`config.mk`:
```
export PLATFORM = sky130hd
export DESIGN_NAME = sd_spi_card_responder
export DESIGN_NICKNAME = d
export VERILOG_FILES = /design/src/rtl/sd_spi_card_responder.sv
export SDC_FILE = /design/constraint.sdc
export NUM_CORES = 1
export LEC_CHECK = 0
export CORE_MARGIN = 2
export CORE_UTILIZATION = 40
export CTS_CLUSTER_SIZE = 8
export DETAILED_ROUTE_END_ITERATION = 8
export PLACE_DENSITY = 0.6
export SYNTH_ARGS = -nofsm -noshare
export SYNTH_HDL_FRONTEND = slang
export SYNTH_SLANG_ARGS = --single-unit
export TNS_END_PERCENT = 5
```
`constraint.sdc`:
```
create_clock -name clk -period 3.9 [get_ports clk]
set_input_delay 1.17 -clock clk [delete_from_list [all_inputs] [get_ports clk]]
set_output_delay 1.17 -clock clk [all_outputs]
set_load 0.01 [all_outputs]
```
`src/rtl/sd_spi_card_responder.sv`:
```
`timescale 1ns/1ps
// SPI-mode SD card command responder: decodes 48-bit host command frames on an
// oversampled SPI slave port and returns R1 (+ optional 4-byte R3/R7 tail) after an NCR gap.
module sd_spi_card_responder #(
  parameter int NCR_MIN   = 1,
  parameter int NCR_MAX   = 8,
  parameter bit CHECK_CRC = 1'b1
) (
  input  logic        clk,
  input  logic        rst,
  input  logic        sclk,
  input  logic        mosi,
  input  logic        cs_n,
  output logic        miso,
  output logic        cmd_valid,
  output logic [5:0]  cmd_index,
  output logic [31:0] cmd_arg,
  output logic        r1_ready,
  input  logic        r1_valid,
  input  logic [7:0]  r1_data,
  input  logic        ext_en,
  input  logic [31:0] ext_data,
  output logic        crc_error,
  output logic        rsp_done,
  output logic        rsp_timeout
);

  localparam int BW = $clog2(NCR_MAX + 1);
  localparam logic [BW-1:0] NCR_MIN_C = BW'(NCR_MIN);
  localparam logic [BW-1:0] NCR_MAX_C = BW'(NCR_MAX);

  typedef enum logic [2:0] {
    HUNT   = 3'd0,
    RX     = 3'd1,
    CHECK  = 3'd2,
    NCR    = 3'd3,
    TX_R1  = 3'd4,
    TX_EXT = 3'd5
  } state_t;

  // CRC7, polynomial x^7 + x^3 + 1, zero init, MSB first
  function automatic logic [6:0] crc7(input logic [39:0] d);
    logic [6:0] c;
    logic       fb;
    c = 7'h00;
    for (int i = 39; i >= 0; i--) begin
      fb = d[i] ^ c[6];
      c  = {c[5:0], 1'b0};
      if (fb) begin
        c = c ^ 7'h09;
      end
    end
    return c;
  endfunction

  state_t         state_r;
  logic [2:0]     sclk_sync_r;
  logic [1:0]     mosi_sync_r;
  logic [1:0]     cs_sync_r;
  logic [47:0]    rx_r;
  logic [31:0]    tx_r;
  logic [5:0]     bit_cnt_r;
  logic [BW-1:0]  byte_cnt_r;
  logic           r1_held_r;
  logic [7:0]     r1_byte_r;
  logic           ext_en_r;
  logic [31:0]    ext_data_r;

  logic           sclk_rise_s;
  logic           sclk_fall_s;
  logic           mosi_s;
  logic           cs_high_s;
  logic           accept_s;
  logic           held_eff_s;
  logic [7:0]     r1_eff_s;
  logic [BW-1:0]  byte_next_s;
  logic           frame_ok_s;

  // Two-flop synchronisers; sclk gets a third stage for edge detection
  always_ff @(posedge clk) begin
    if (rst) begin
      sclk_sync_r <= 3'b000;
      mosi_sync_r <= 2'b11;
      cs_sync_r   <= 2'b11;
    end else begin
      sclk_sync_r <= {sclk_sync_r[1:0], sclk};
      mosi_sync_r <= {mosi_sync_r[0], mosi};
      cs_sync_r   <= {cs_sync_r[0], cs_n};
    end
  end

  // Edge strobes, accept handshake and frame check
  always_comb begin
    sclk_rise_s = sclk_sync_r[1] & ~sclk_sync_r[2];
    sclk_fall_s = ~sclk_sync_r[1] & sclk_sync_r[2];
    mosi_s      = mosi_sync_r[1];
    cs_high_s   = cs_sync_r[1];
    accept_s    = (state_r == NCR) && r1_ready && r1_valid;
    held_eff_s  = r1_held_r | accept_s;
    r1_eff_s    = r1_held_r ? r1_byte_r : r1_data;
    byte_next_s = (byte_cnt_r == NCR_MAX_C) ? byte_cnt_r : byte_cnt_r + 1'b1;
    frame_ok_s  = rx_r[0] && ((CHECK_CRC == 1'b0) || (crc7(rx_r[47:8]) == rx_r[7:1]));
  end

  // Main receive / respond state machine with registered outputs
  always_ff @(posedge clk) begin
    if (rst) begin
      state_r     <= HUNT;
      miso        <= 1'b1;
      cmd_valid   <= 1'b0;
      crc_error   <= 1'b0;
      rsp_done    <= 1'b0;
      rsp_timeout <= 1'b0;
      r1_ready    <= 1'b0;
      cmd_index   <= 6'd0;
      cmd_arg     <= 32'd0;
      rx_r        <= 48'd0;
      tx_r        <= 32'd0;
      bit_cnt_r   <= 6'd0;
      byte_cnt_r  <= '0;
      r1_held_r   <= 1'b0;
      r1_byte_r   <= 8'd0;
      ext_en_r    <= 1'b0;
      ext_data_r  <= 32'd0;
    end else begin
      cmd_valid   <= 1'b0;
      crc_error   <= 1'b0;
      rsp_done    <= 1'b0;
      rsp_timeout <= 1'b0;
      if (cs_high_s) begin
        state_r    <= HUNT;
        miso       <= 1'b1;
        bit_cnt_r  <= 6'd0;
        byte_cnt_r <= '0;
        r1_ready   <= 1'b0;
        r1_held_r  <= 1'b0;
      end else begin
        if (accept_s) begin
          r1_ready   <= 1'b0;
          r1_held_r  <= 1'b1;
          r1_byte_r  <= r1_data;
          ext_en_r   <= ext_en;
          ext_data_r <= ext_data;
        end
        case (state_r)
          HUNT: begin
            miso       <= 1'b1;
            byte_cnt_r <= '0;
            r1_held_r  <= 1'b0;
            if (sclk_rise_s && !mosi_s) begin
              rx_r      <= {rx_r[46:0], 1'b0};
              bit_cnt_r <= 6'd1;
              state_r   <= RX;
            end else begin
              bit_cnt_r <= 6'd0;
            end
          end
          RX: begin
            miso <= 1'b1;
            if (sclk_rise_s) begin
              rx_r      <= {rx_r[46:0], mosi_s};
              bit_cnt_r <= bit_cnt_r + 6'd1;
              // second bit is the transmission bit and must be 1
              if (bit_cnt_r == 6'd1 && !mosi_s) begin
                state_r <= HUNT;
              end else if (bit_cnt_r == 6'd47) begin
                state_r <= CHECK;
              end else begin
                state_r <= RX;
              end
            end
          end
          CHECK: begin
            bit_cnt_r  <= 6'd0;
            byte_cnt_r <= '0;
            state_r    <= NCR;
            if (frame_ok_s) begin
              cmd_valid <= 1'b1;
              cmd_index <= rx_r[45:40];
              cmd_arg   <= rx_r[39:8];
              r1_ready  <= 1'b1;
              r1_held_r <= 1'b0;
            end else begin
              crc_error <= 1'b1;
              r1_ready  <= 1'b0;
              r1_held_r <= 1'b1;
              r1_byte_r <= 8'h08;
              ext_en_r  <= 1'b0;
            end
          end
          NCR: begin
            miso <= 1'b1;
            if (sclk_rise_s) begin
              if (bit_cnt_r == 6'd7) begin
                bit_cnt_r  <= 6'd0;
                byte_cnt_r <= byte_next_s;
                // an accept on the final boundary still wins over timeout
                if (held_eff_s && byte_next_s >= NCR_MIN_C) begin
                  tx_r     <= {r1_eff_s, 24'd0};
                  r1_ready <= 1'b0;
                  state_r  <= TX_R1;
                end else if (byte_next_s == NCR_MAX_C) begin
                  rsp_timeout <= 1'b1;
                  r1_ready    <= 1'b0;
                  state_r     <= HUNT;
                end else begin
                  state_r <= NCR;
                end
              end else begin
                bit_cnt_r <= bit_cnt_r + 6'd1;
              end
            end
          end
          TX_R1: begin
            if (sclk_fall_s) begin
              miso <= tx_r[31];
              tx_r <= {tx_r[30:0], 1'b0};
            end else if (sclk_rise_s) begin
              if (bit_cnt_r == 6'd7) begin
                bit_cnt_r <= 6'd0;
                if (ext_en_r) begin
                  tx_r    <= ext_data_r;
                  state_r <= TX_EXT;
                end else begin
                  rsp_done  <= 1'b1;
                  miso      <= 1'b1;
                  r1_held_r <= 1'b0;
                  state_r   <= HUNT;
                end
              end else begin
                bit_cnt_r <= bit_cnt_r + 6'd1;
              end
            end
          end
          TX_EXT: begin
            if (sclk_fall_s) begin
              miso <= tx_r[31];
              tx_r <= {tx_r[30:0], 1'b0};
            end else if (sclk_rise_s) begin
              if (bit_cnt_r == 6'd31) begin
                bit_cnt_r <= 6'd0;
                rsp_done  <= 1'b1;
                miso      <= 1'b1;
                r1_held_r <= 1'b0;
                state_r   <= HUNT;
              end else begin
                bit_cnt_r <= bit_cnt_r + 6'd1;
              end
            end
          end
          default: begin
            miso    <= 1'b1;
            state_r <= HUNT;
          end
        endcase
      end
    end
  end

endmodule

```
==> impl_metrics.json <==
{
  "status": "finished clean",
  "start_util_pct": 40.6,
  "clockBufferDepth": 2,
  "finalCritPeriodShare_pct": 90.8,
  "grt_max_degree": 66,
  "synth_top_area_share_pct": 44.0,
  "synth.area.top_cells": "dfxtp_1, mux2i_1, a21oi_1, nand2_1, nor2_1",
  "slew_viol_final": 0,
  "tritoncts": "done",
  "insertion_delay_ns": 0.45,
  "syn_nets": 1032,
  "cp_max_fo": 9,
  "h-tree-depth": 4,
  "wl_met2_um": 8740,
  "finalClockSkew_ns": 0.0189,
  "synth-seq-cells": 186,
  "yosys_warnings": 0,
  "reg2reg_depth": 10,
  "io_pins": 91,
  "r2r-end": "r1_byte_r[7]",
  "die_width_um": 150,
  "first_pass_iters": 5,
  "fin_setup_tns_ns": 0,
  "hold_viol_final": 0,
  "hp-class": "reg2reg",
  "hpwl_um": 12700,
  "powerDensity_nw_per_um2": 371,
  "die_h_um": 150,
  "nets": 1089,
  "fin_area_um2": 10200,
  "gp_congestion": 0.806,
  "num_vias": 6728,
  "fmax_mhz": 282,
  "area_growth_pct": 21.0,
  "yosys_most_used_dff": "dfxtp_1",
  "placed_area_um2": 9610,
  "grt_overflow": 0,
  "cts_buffers": 17,
  "cp-end-kind": "flip-flop",
  "syn_area_per_cell_um2": 8.65,
  "synth.distinct_cells": 60,
  "post_drt_wl_per_cell_um": 14.6,
  "synthTopCellsByCount": "dfxtp_1, nand2_1, a21oi_1",
  "grt_pass1_vias": 6153,
  "synthCells": 979,
  "worstSetupEndpoint": "r1_byte_r[7]",
  "cts.reportedPaths.clkPinSlew_ns": 0.08,
  "antennaDiodeCount": 0,
  "clock_sinks": 186,
  "min_period_ns": 3.54,
  "synthArstFlopShare_pct": 0,
  "grt_use_total_pct": 17.7,
  "antenna_found_initial": 0,
  "setup_ws_ns": 0.359,
  "drive_above_1_share_pct": 6.58,
  "vdd_drop_max_uv": 276,
  "rrSetupSlack_ns": 0.36,
  "startpoint": "rx_r[46]",
  "rows": 53,
  "tightestPinTransition_ns": 0.821,
  "start_kind": "flip-flop",
  "dieArea_um2": 22400,
  "cp.required_ns": 4.23,
  "drv_cap": 0,
  "finalSetupViolCount": 0,
  "path_class": "reg2reg",
  "post-synth-top-count-cell": "dfxtp_1",
  "cts_resized": 0,
  "synth_edf_count": 0,
  "post_cts_buffers": 0,
  "dp_slack_ns": 0.372,
  "drtIter0Drc": 449,
  "maxSlewHeadroom_pct": 45.1,
  "core_um2": 20900,
  "grt_pass1_wl_um": 31800,
  "postRouteAntennaNets": 0,
  "root_buffer": "clkbuf_16",
  "p_leak_nw": 4.05,
  "cts_hold_buf": 0,
  "dr_wl_met3_um": 756,
  "drc": 0,
  "synth_area_um2": 8470,
  "viasPerCell": 5.08,
  "seq_area_frac_synth_pct": 44.0,
  "crit_arrival_ns": 3.87,
  "wirelength_um": 19300,
  "rsz0062_at_grt": "no",
  "wl_met1_um": 9540,
  "port-buffer-count": 90,
  "top_layer": "met4",
  "r2r-start": "rx_r[46]",
  "synth.largest_area_cell": "dfxtp_1"
}
how the worst min path moves through the flow:
| stage | startpoint | to | slack [ns] | cells past startpoint |
|---|---|---|---|---|
| final | mosi_sync_r[0] | mosi_sync_r[1] | 0.41 | 1 |
| after global routing | mosi_sync_r[0] | mosi_sync_r[1] | 0.42 | 1 |
| after CTS | mosi_sync_r[0] | mosi_sync_r[1] | 0.41 | 1 |
| after detailed placement | cs_sync_r[0] | cs_sync_r[1] | 0.39 | 1 |
| after global placement | cs_sync_r[0] | cs_sync_r[1] | 0.39 | 1 |
| after floorplan | cs_sync_r[0] | cs_sync_r[1] | 0.39 | 1 |
flip-flops by register name (all words and copies together) (netlist names), 2 cells and up:
signal	count
sclk_sync_r	3
byte_cnt_r	4
cmd_index	6
r1_byte_r	8
tx_r	32
mosi_sync_r	2
cmd_arg	32
bit_cnt_r	6
cs_sync_r	2
ext_data_r	32
rx_r	48
state_r	3
per-stage QoR:
stage	total power, mW	std cells	hold slack, ns	util, %
after floorplan	1.99	979	0.389	-
after global placement	2.05	1292	0.393	46.0
after detailed placement	2.05	1292	0.393	46.0
after CTS	3.84	1324	0.413	49.1
after global routing	3.94	1324	0.423	49.1
final	3.80	1324	0.413	49.1
area by class of cell:
type | count | area [um^2]
Clock buffer | 17 | 425
Clock inverter | 15 | 211
Fill cell | 2040 | 10600
Multi-Input combinational cell | 715 | 4470
Timing Repair Buffer | 104 | 1030
Inverter | 12 | 45.0
Tap cell | 275 | 344
Sequential cell | 186 | 3720
layout by cell type (no fill, tap or decap), types with 4 or more instances in the layout:
cell type and instances:
nand3_1 7, inv_1 12, or2_2 8, clkbuf_16 17, and3_1 4, o21ai_0 5
a211oi_1 16, nor3_1 40, a21oi_1 131, clkinv_8 7, nor2b_1 11, a32o_1 8
clkdlybuf4s50_1 89, a21o_1 6, xnor3_1 11, ha_1 6, nor2_1 109, nand2b_1 5
buf_4 13, mux2i_1 74, nand2_1 173, xnor2_1 35, xor2_1 17, dfxtp_1 186
power by group:
group	internal (mW)	switching (mW)	total [mW]	leakage [nW]
Sequential	1.90	0.00295	1.90	1.50
Clock	0.894	0.907	1.80	0.305
Combinational	0.0503	0.0512	0.101	2.25
per-layer routing:
layer | up-vias | global-route usage [%]
li1 | 3453 | -
met1 | 3160 | 25.3
met2 | 98 | 26.6
met3 | 17 | 4.15
met4 | 0 | 5.10
met5 | - | 0
cells by family after synthesis:
group                      share of synthesized area (%)
AOI/OAI and AO/OA                                   13.8
adders and majority gates                          0.886
DFF                                                 44.0
muxes                                               8.74
buffers and inverters                               3.78
and+or+nand+nor                                     18.6
xor gates and xnor gates                            10.3
worst max-delay path: stages (launching register included):
cell and delay (ns):
dfxtp_1 0.41, xnor3_2 0.52, xnor2_4 0.24, xor2_1 0.30
xnor3_1 0.45, xnor2_4 0.24, mux2i_1 0.26, o221ai_2 0.15
a31o_1 0.27, a21o_1 0.29, a32o_1 0.29
No activity file was read; power rests on OpenSTA's default activity.
